===== src/rtl/fetch_issue.sv =====
// Instruction-fetch front end: PC register, 1-cycle synchronous imem interface,
// 1-entry skid buffer for decode stalls, redirect flush. Optional perf counters under FETCH_PERF_EN.
module fetch_issue #(
    parameter logic [31:0] RESET_PC  = 32'h0000_2000,
    parameter logic [31:0] NOP_INSTR = 32'h0000_0013
) (
    input  logic        clk,
    input  logic        rst_n,
    output logic        imem_en,
    output logic [31:0] imem_addr,
    input  logic [31:0] imem_rdata,
    input  logic        stall,
    input  logic        redirect_valid,
    input  logic [31:0] redirect_pc,
    output logic        out_valid,
    output logic [31:0] out_instr,
    output logic [31:0] out_pc,
    output logic        out_bubble
`ifdef FETCH_PERF_EN
    ,
    output logic [31:0] perf_fetched,
    output logic [31:0] perf_flushed
`endif
);

    logic [31:0] pc_q, pc_d;
    logic        infl_q, infl_d;
    logic [31:0] infl_pc_q, infl_pc_d;
    logic        skid_vld_q, skid_vld_d;
    logic [31:0] skid_instr_q, skid_instr_d;
    logic [31:0] skid_pc_q, skid_pc_d;
    logic        out_vld_q, out_vld_d;
    logic [31:0] out_instr_q, out_instr_d;
    logic [31:0] out_pc_q, out_pc_d;

    logic        issue;
    logic [31:0] iss_addr;

    // A redirect always issues; otherwise issue only when the skid is free and decode is moving,
    // which is what keeps at most one request outstanding and the skid from overflowing.
    assign issue    = redirect_valid | (~stall & ~skid_vld_q);
    assign iss_addr = redirect_valid ? {redirect_pc[31:2], 2'b00} : pc_q;

    assign imem_en    = issue & rst_n;
    assign imem_addr  = iss_addr;
    assign out_valid  = out_vld_q;
    assign out_instr  = out_instr_q;
    assign out_pc     = out_pc_q;
    assign out_bubble = ~out_vld_q;

    always_comb begin
        pc_d         = pc_q;
        infl_d       = 1'b0;
        infl_pc_d    = infl_pc_q;
        skid_vld_d   = skid_vld_q;
        skid_instr_d = skid_instr_q;
        skid_pc_d    = skid_pc_q;
        out_vld_d    = out_vld_q;
        out_instr_d  = out_instr_q;
        out_pc_d     = out_pc_q;

        if (issue) begin
            pc_d      = {iss_addr[31:2] + 30'd1, 2'b00};
            infl_d    = 1'b1;
            infl_pc_d = iss_addr;
        end

        if (redirect_valid) begin
            // Flush: the arriving response and any skid entry are wrong-path.
            skid_vld_d  = 1'b0;
            out_vld_d   = 1'b0;
            out_instr_d = NOP_INSTR;
            out_pc_d    = 32'h0;
        end else if (!stall) begin
            if (skid_vld_q) begin
                out_vld_d    = 1'b1;
                out_instr_d  = skid_instr_q;
                out_pc_d     = skid_pc_q;
                skid_vld_d   = infl_q;
                skid_instr_d = infl_q ? imem_rdata : skid_instr_q;
                skid_pc_d    = infl_q ? infl_pc_q : skid_pc_q;
            end else if (infl_q) begin
                out_vld_d   = 1'b1;
                out_instr_d = imem_rdata;
                out_pc_d    = infl_pc_q;
            end else begin
                out_vld_d   = 1'b0;
                out_instr_d = NOP_INSTR;
                out_pc_d    = 32'h0;
            end
        end else if (infl_q) begin
            skid_vld_d   = 1'b1;
            skid_instr_d = imem_rdata;
            skid_pc_d    = infl_pc_q;
        end
    end

    always_ff @(posedge clk or negedge rst_n) begin
        if (!rst_n) begin
            pc_q         <= RESET_PC;
            infl_q       <= 1'b0;
            infl_pc_q    <= 32'h0;
            skid_vld_q   <= 1'b0;
            skid_instr_q <= NOP_INSTR;
            skid_pc_q    <= 32'h0;
            out_vld_q    <= 1'b0;
            out_instr_q  <= NOP_INSTR;
            out_pc_q     <= 32'h0;
        end else begin
            pc_q         <= pc_d;
            infl_q       <= infl_d;
            infl_pc_q    <= infl_pc_d;
            skid_vld_q   <= skid_vld_d;
            skid_instr_q <= skid_instr_d;
            skid_pc_q    <= skid_pc_d;
            out_vld_q    <= out_vld_d;
            out_instr_q  <= out_instr_d;
            out_pc_q     <= out_pc_d;
        end
    end

`ifdef FETCH_PERF_EN
    logic [31:0] fetched_q, fetched_d;
    logic [31:0] flushed_q, flushed_d;
    logic [1:0]  n_flush;

    // An out entry is only lost to a redirect if decode is not taking it that same cycle.
    always_comb begin
        n_flush   = 2'(infl_q) + 2'(skid_vld_q) + 2'(out_vld_q & stall);
        fetched_d = fetched_q + 32'(out_vld_q & ~stall);
        flushed_d = redirect_valid ? flushed_q + 32'(n_flush) : flushed_q;
    end

    always_ff @(posedge clk or negedge rst_n) begin
        if (!rst_n) begin
            fetched_q <= 32'h0;
            flushed_q <= 32'h0;
        end else begin
            fetched_q <= fetched_d;
            flushed_q <= flushed_d;
        end
    end

    assign perf_fetched = fetched_q;
    assign perf_flushed = flushed_q;
`endif

endmodule


===== config.mk =====
export PLATFORM = sky130hd
export DESIGN_NAME = fetch_issue
export DESIGN_NICKNAME = d
export VERILOG_FILES = /design/src/rtl/fetch_issue.sv
export SDC_FILE = /design/constraint.sdc
export NUM_CORES = 1
export LEC_CHECK = 0
export BUFFER_PORTS_ARGS = -buffer_cell sky130_fd_sc_hd__buf_2
export CAP_MARGIN = 20
export CORE_UTILIZATION = 35
export DETAILED_ROUTE_END_ITERATION = 7
export GPL_TIMING_DRIVEN = 0
export HOLD_SLACK_MARGIN = 0.02
export PLACE_DENSITY = 0.65
export SETUP_SLACK_MARGIN = 0.02
export SYNTH_ARGS = -nofsm -noshare
export SYNTH_HDL_FRONTEND = slang
export SYNTH_SLANG_ARGS = --single-unit

===== constraint.sdc =====
create_clock -name clk -period 3.9 [get_ports clk]
set_input_delay 0 -clock clk [delete_from_list [all_inputs] [get_ports clk]]
set_output_delay 0 -clock clk [all_outputs]
set_load 0.005 [all_outputs]

### Word level (Yosys, flattened, before mapping)

Cells that the tools add are included.

| storage, ports and cells | value |
|---|---|
| bits in registers | 193 |
| input port bits | 68 |

| operators by class | value |
|---|---|
| $add $sub $neg | 1 |
| reduce and logical (&&, ||, !) cells | 2 |
| eq/ne operators | 2 |
| bitwise gates (word level) | 7 |
| muxes and demuxes | 24 |

Operators with widths:

| operator | number |
|---|---|
| 32-bit 2-to-1 mux | 15 |
| 30-bit by 1-bit adder with 30-bit output, second input constant | 1 |
| 1-bit 2-to-1 mux | 9 |
| 1-bit inverter | 4 |
| 3-bit by 1-bit inequality test with 1-bit output, second input constant | 1 |
| 1-bit bitwise AND | 2 |
| 2-bit by 1-bit inequality test with 1-bit output, second input constant | 1 |
| 2-bit AND reduction | 1 |
| 2-bit nonzero test | 1 |
| 1-bit OR | 1 |

### Logic depth before layout (Yosys ltp)

| logic depth | value |
|---|---|
| word-level depth | 4 |
| mapped depth | 12 |

### Least setup slack after synthesis

OpenSTA, ideal clock, no wires.

| timing path | value |
|---|---|
| kind | in2reg |
| from | in redirect_valid |
| to | reg pc_q[30] |
| slack | 1513 ps |
| data required time | 3814 ps |
| stages | 12 |
| arrival time | 2301 ps |
| setup time | 86 ps |
| path through | buf_6 -> buf_6 -> buf_6 -> buf_6 -> buf_2 -> mux2_2 -> ha_1 -> nand4_1 -> a211oi_4 -> nand4_4 -> mux2i_1 -> nor3_1 |

| between the ends | value |
|---|---|
| cells in the longest elaborated chain, start to end | 2 |
| elaborated cells between the ends (all ways) | 3 |
| classes of those cells | 1 x add/sub; 1 x mux; 1 x bitwise |

RTL lines:

| item | line | source |
|---|---|---|
| start: declaration | 13 | `input logic redirect_valid,` |
| 32-bit 2-to-1 mux | 42 | `assign iss_addr = redirect_valid ? {redirect_pc[31:2], 2'b00} : pc_q;` |
| named net imem_addr[3] | 10 | `output logic [31:0] imem_addr,` |
| 30-bit by 1-bit adder with 30-bit output | 63 | `pc_d = {iss_addr[31:2] + 30'd1, 2'b00};` |
| end signal: assignment | 110 | `pc_q <= pc_d;` |
| end: declaration | 26 | `logic [31:0] pc_q, pc_d;` |

The timed path passes the listed nets, and every way through them passes these cells.
A chain may end at the register's enable or synchronous reset.

### Worst setup path after layout

| timing path | value |
|---|---|
| from | in redirect_valid |
| to | reg pc_q[30] |

| between the ends | value |
|---|---|
| cells in the longest elaborated chain, start to end | 2 |
| elaborated cells between the ends (all ways) | 3 |
| classes of those cells | 1 x add/sub; 1 x mux; 1 x bitwise |

RTL lines:

| item | line |
|---|---|
| 32-bit 2-to-1 mux | 42 |
| 30-bit by 1-bit adder with 30-bit output | 63 |

Parallel ways exist; a longest one is shown, timed or not.

==> flow_metrics.env <==
export IMPL_status="completed"
export IMPL_skew_ns=0.0149
export IMPL_synth_seq_cells=187
export IMPL_yosysTopAreaCell="dfrtp_1"
export IMPL_grt_pass1_wl_mm=39.2
export IMPL_layout_drive_gt1_share=0.273
export IMPL_gr_usage_met2=0.308
export IMPL_die_height_um=161
export IMPL_ys_flop_type="dfrtp_1"
export IMPL_gp_congestion=0.837
export IMPL_cp_arrival_ns=3.07
export IMPL_multiInputGateArea_um2=3720
export IMPL_grt_start_max_net_pins=108
export IMPL_use_met3=0.0292
export IMPL_vias=7280
export IMPL_drv_slew=0
export IMPL_placed_cells=1353
export IMPL_r2r_slack_ns=1.41
export IMPL_setup_viol=0
export IMPL_slew_headroom=0.376
export IMPL_crit_required_ns=4.24
export IMPL_clkLatencyLatePin_ns=0.43
export IMPL_syn_avg_cell_area_um2=10.2
export IMPL_use_met1=0.271
export IMPL_fill_cells=2384
export IMPL_worstMarginPinSlew_ns=0.936
export IMPL_synth_edf_count=0
export IMPL_rsz0062_at_grt="false"
export IMPL_async_flop_share=1.00
export IMPL_p_total_mw=5.29
export IMPL_clk_pin_slew_ns=0.07
export IMPL_h_tree_depth=4
export IMPL_hold_violations=0
export IMPL_cts_made_buffers=17
export IMPL_grt_busiest_layer="met2"
export IMPL_fin_hold_ws_ns=0.0383
export IMPL_max_stage_delay_ns=0.53
export IMPL_die_area_um2=25800
export IMPL_endpoint_kind="flop"
export IMPL_rows=57
export IMPL_hp_class="input pin to flop"
export IMPL_path_max_fanout=10
export IMPL_synth_area_leaders="dfrtp_1 51%, mux2_2 8.8%, nor2_1 7.2%"
export IMPL_start_kind="input pin"
export IMPL_cts_max_path_buffers=2
export IMPL_start_util=0.359
export IMPL_routed_wl_mm=24.5
export IMPL_cap_violations=0
export IMPL_port_buffers=160
export IMPL_final_cells=1432
export IMPL_post_cts_buffers=0
export IMPL_grt_antenna_before_repair=0
export IMPL_grt_ovfl_total=0
export IMPL_worst_path_buf_inv=6
export IMPL_ioPinCount=167
export IMPL_diodes=0
export IMPL_min_period_over_period=0.700
export IMPL_viasPerCell=5.08
export IMPL_wl_per_cell_um=17.1
export IMPL_root_buffer="clkbuf_16"
export IMPL_die_w_um=161
export IMPL_regArea_um2=4690
export IMPL_crit_top_cell="buf_6"
export IMPL_path_delay_family="buffers and inverters"
export IMPL_syn_area_um2=8820
export IMPL_powerDensity_nw_per_um2=475
export IMPL_grt_pass1_vias=7183
export IMPL_ant_nets=0
export IMPL_clock_sinks=187
export IMPL_dp_final_hpwl_mm=17.6
export IMPL_synth_most_common_cell="dfrtp_1"
export IMPL_fin_util=0.454
export IMPL_critical_path_class="input pin to flop"
export IMPL_post_route_drc_count=0
export IMPL_first_iter_violations=600
export IMPL_synth_top_cell_area_share=0.511
export IMPL_timing_setup_tns_ns=0
export IMPL_fin_nets=1164
export IMPL_irDropWorstVdd_mv=0.237
export IMPL_max_freq_ghz=0.366
export IMPL_postCtsResizedCells=0
export IMPL_grt_usage=0.194
export IMPL_ys_top_cells_by_count="180 x dfrtp_1, 170 x nor2_1, 98 x a21oi_1"
export IMPL_yosysWarnings=0
export IMPL_p_leak_nw=5.22
export IMPL_areaGrowthSynthToFinish_pct=26.2
export IMPL_synth_cells=865
export IMPL_core_area_um2=24500
export IMPL_yosysSeqAreaShare=0.532
export IMPL_synth_cell_types=48
export IMPL_path_cells="buf_2 > buf_6 > buf_6 > buf_6 > buf_6 > buf_2 > mux2_2 > ha_1 > nand4_1 > a211oi_4 > nand4_4 > mux2i_1 > nor3_1"
export IMPL_crit_slowest_cell="a211oi_4"
export IMPL_period_minus_slack_ns=2.73
export IMPL_dr_pass1_iters=5
export IMPL_tritoncts="built"
==> final cells by class <==
class / count / share of cell area
timing repair buffer: 208 / 0.118
sequential: 187 / 0.421
clock inverter: 10 / 0.0102
tap: 324 / 0.0364
inverter: 26 / 0.00877
multi-input combinational: 589 / 0.335
clock buffer: 22 / 0.0426
buffer: 66 / 0.0284
==> layer usage <==
metal / vias up / part of all wire
li1: 3469 / -
met1: 3542 / 0.47
met2: 241 / 0.47
met3: 28 / 0.047
met4: 0 / 0.018
met5: - / 0
==> state kept, by name (all words and copies together), names as in the netlist <==
name          count
out_instr        32
pc_q             30
skid_vld_q        1
infl_q            1
out_valid         1
skid_pc_q        30
skid_instr_q     32
infl_pc_q        30
out_pc           30
==> what timing repair did <==
action | CTS | global route
setup endpoints to repair | 0 | 0
hold endpoints to repair | 159 | 0
hold buffers | 47 | 0
==> power breakdown <==
group / leakage [nW] / internal [mW] / switching [mW]
Combinational: 2.66 / 0.499 / 0.557
Clock: 0.291 / 0.998 / 0.745
Sequential: 2.27 / 2.27 / 0.216
==> worst min-delay path, cell delays in order <==
cell     delay [ns]
buf_2          0.08
mux2i_1        0.09
nand2_1        0.13
o21a_1         0.13
==> cell families (layout without fill, tap and decap cells) <==
| kind of cell | Yosys count | count (layout) | synth area share |
|---|---|---|---|
| AND/OR/NAND/NOR | 265 | 265 | 0.137 |
| other | 1 | 4 | 0.000425 |
| adder cells (fa/ha/maj) | 1 | 1 | 0.00142 |
| buffers and inverters | 92 | 332 | 0.0470 |
| flip-flops | 187 | 187 | 0.532 |
| AO/OA/AOI/OAI | 205 | 205 | 0.146 |
| multiplexers | 97 | 97 | 0.120 |
| XOR/XNOR | 17 | 17 | 0.0169 |
==> cells in the final DEF (no fill, tap or decap), drive strengths merged, types with 5 or more instances in the layout <==
cell	count
a22oi	61
dfstp	7
dfrtp	180
a21oi	98
clkbuf	49
nand4	14
nand3	14
o31ai	5
buf	200
a211oi	5
o22ai	8
o21a	7
clkinv	5
nand2b	5
nand4b	6
mux2	69
mux2i	28
a31oi	5
inv	28
dlygate4sd3	47
o21ai	8
xnor2	15
nor2	170
nand2	38
==> metrics by stage <==
step	setup WS, ns	instance area, um^2
after floorplan	1.51	8830
after global placement	-0.349	10000
after detailed placement	0.739	10100
after CTS	1.18	11100
after global routing	0.982	11100
final	1.17	11100
==> final timing paths <==
kind / from / endpoint / cells past startpoint
setup / recovery: redirect_valid / pc_q[30] / 13
hold / removal: redirect_pc[26] / infl_pc_q[26] / 4
setup reg to reg: skid_vld_q / out_pc[29] / 8
hold reg to reg: pc_q[29] / pc_q[29] / 2
max in group asynchronous: rst_n / out_instr[4] / 3
min in group asynchronous: rst_n / pc_q[26] / 2
(Power assumes the default switching activity.)
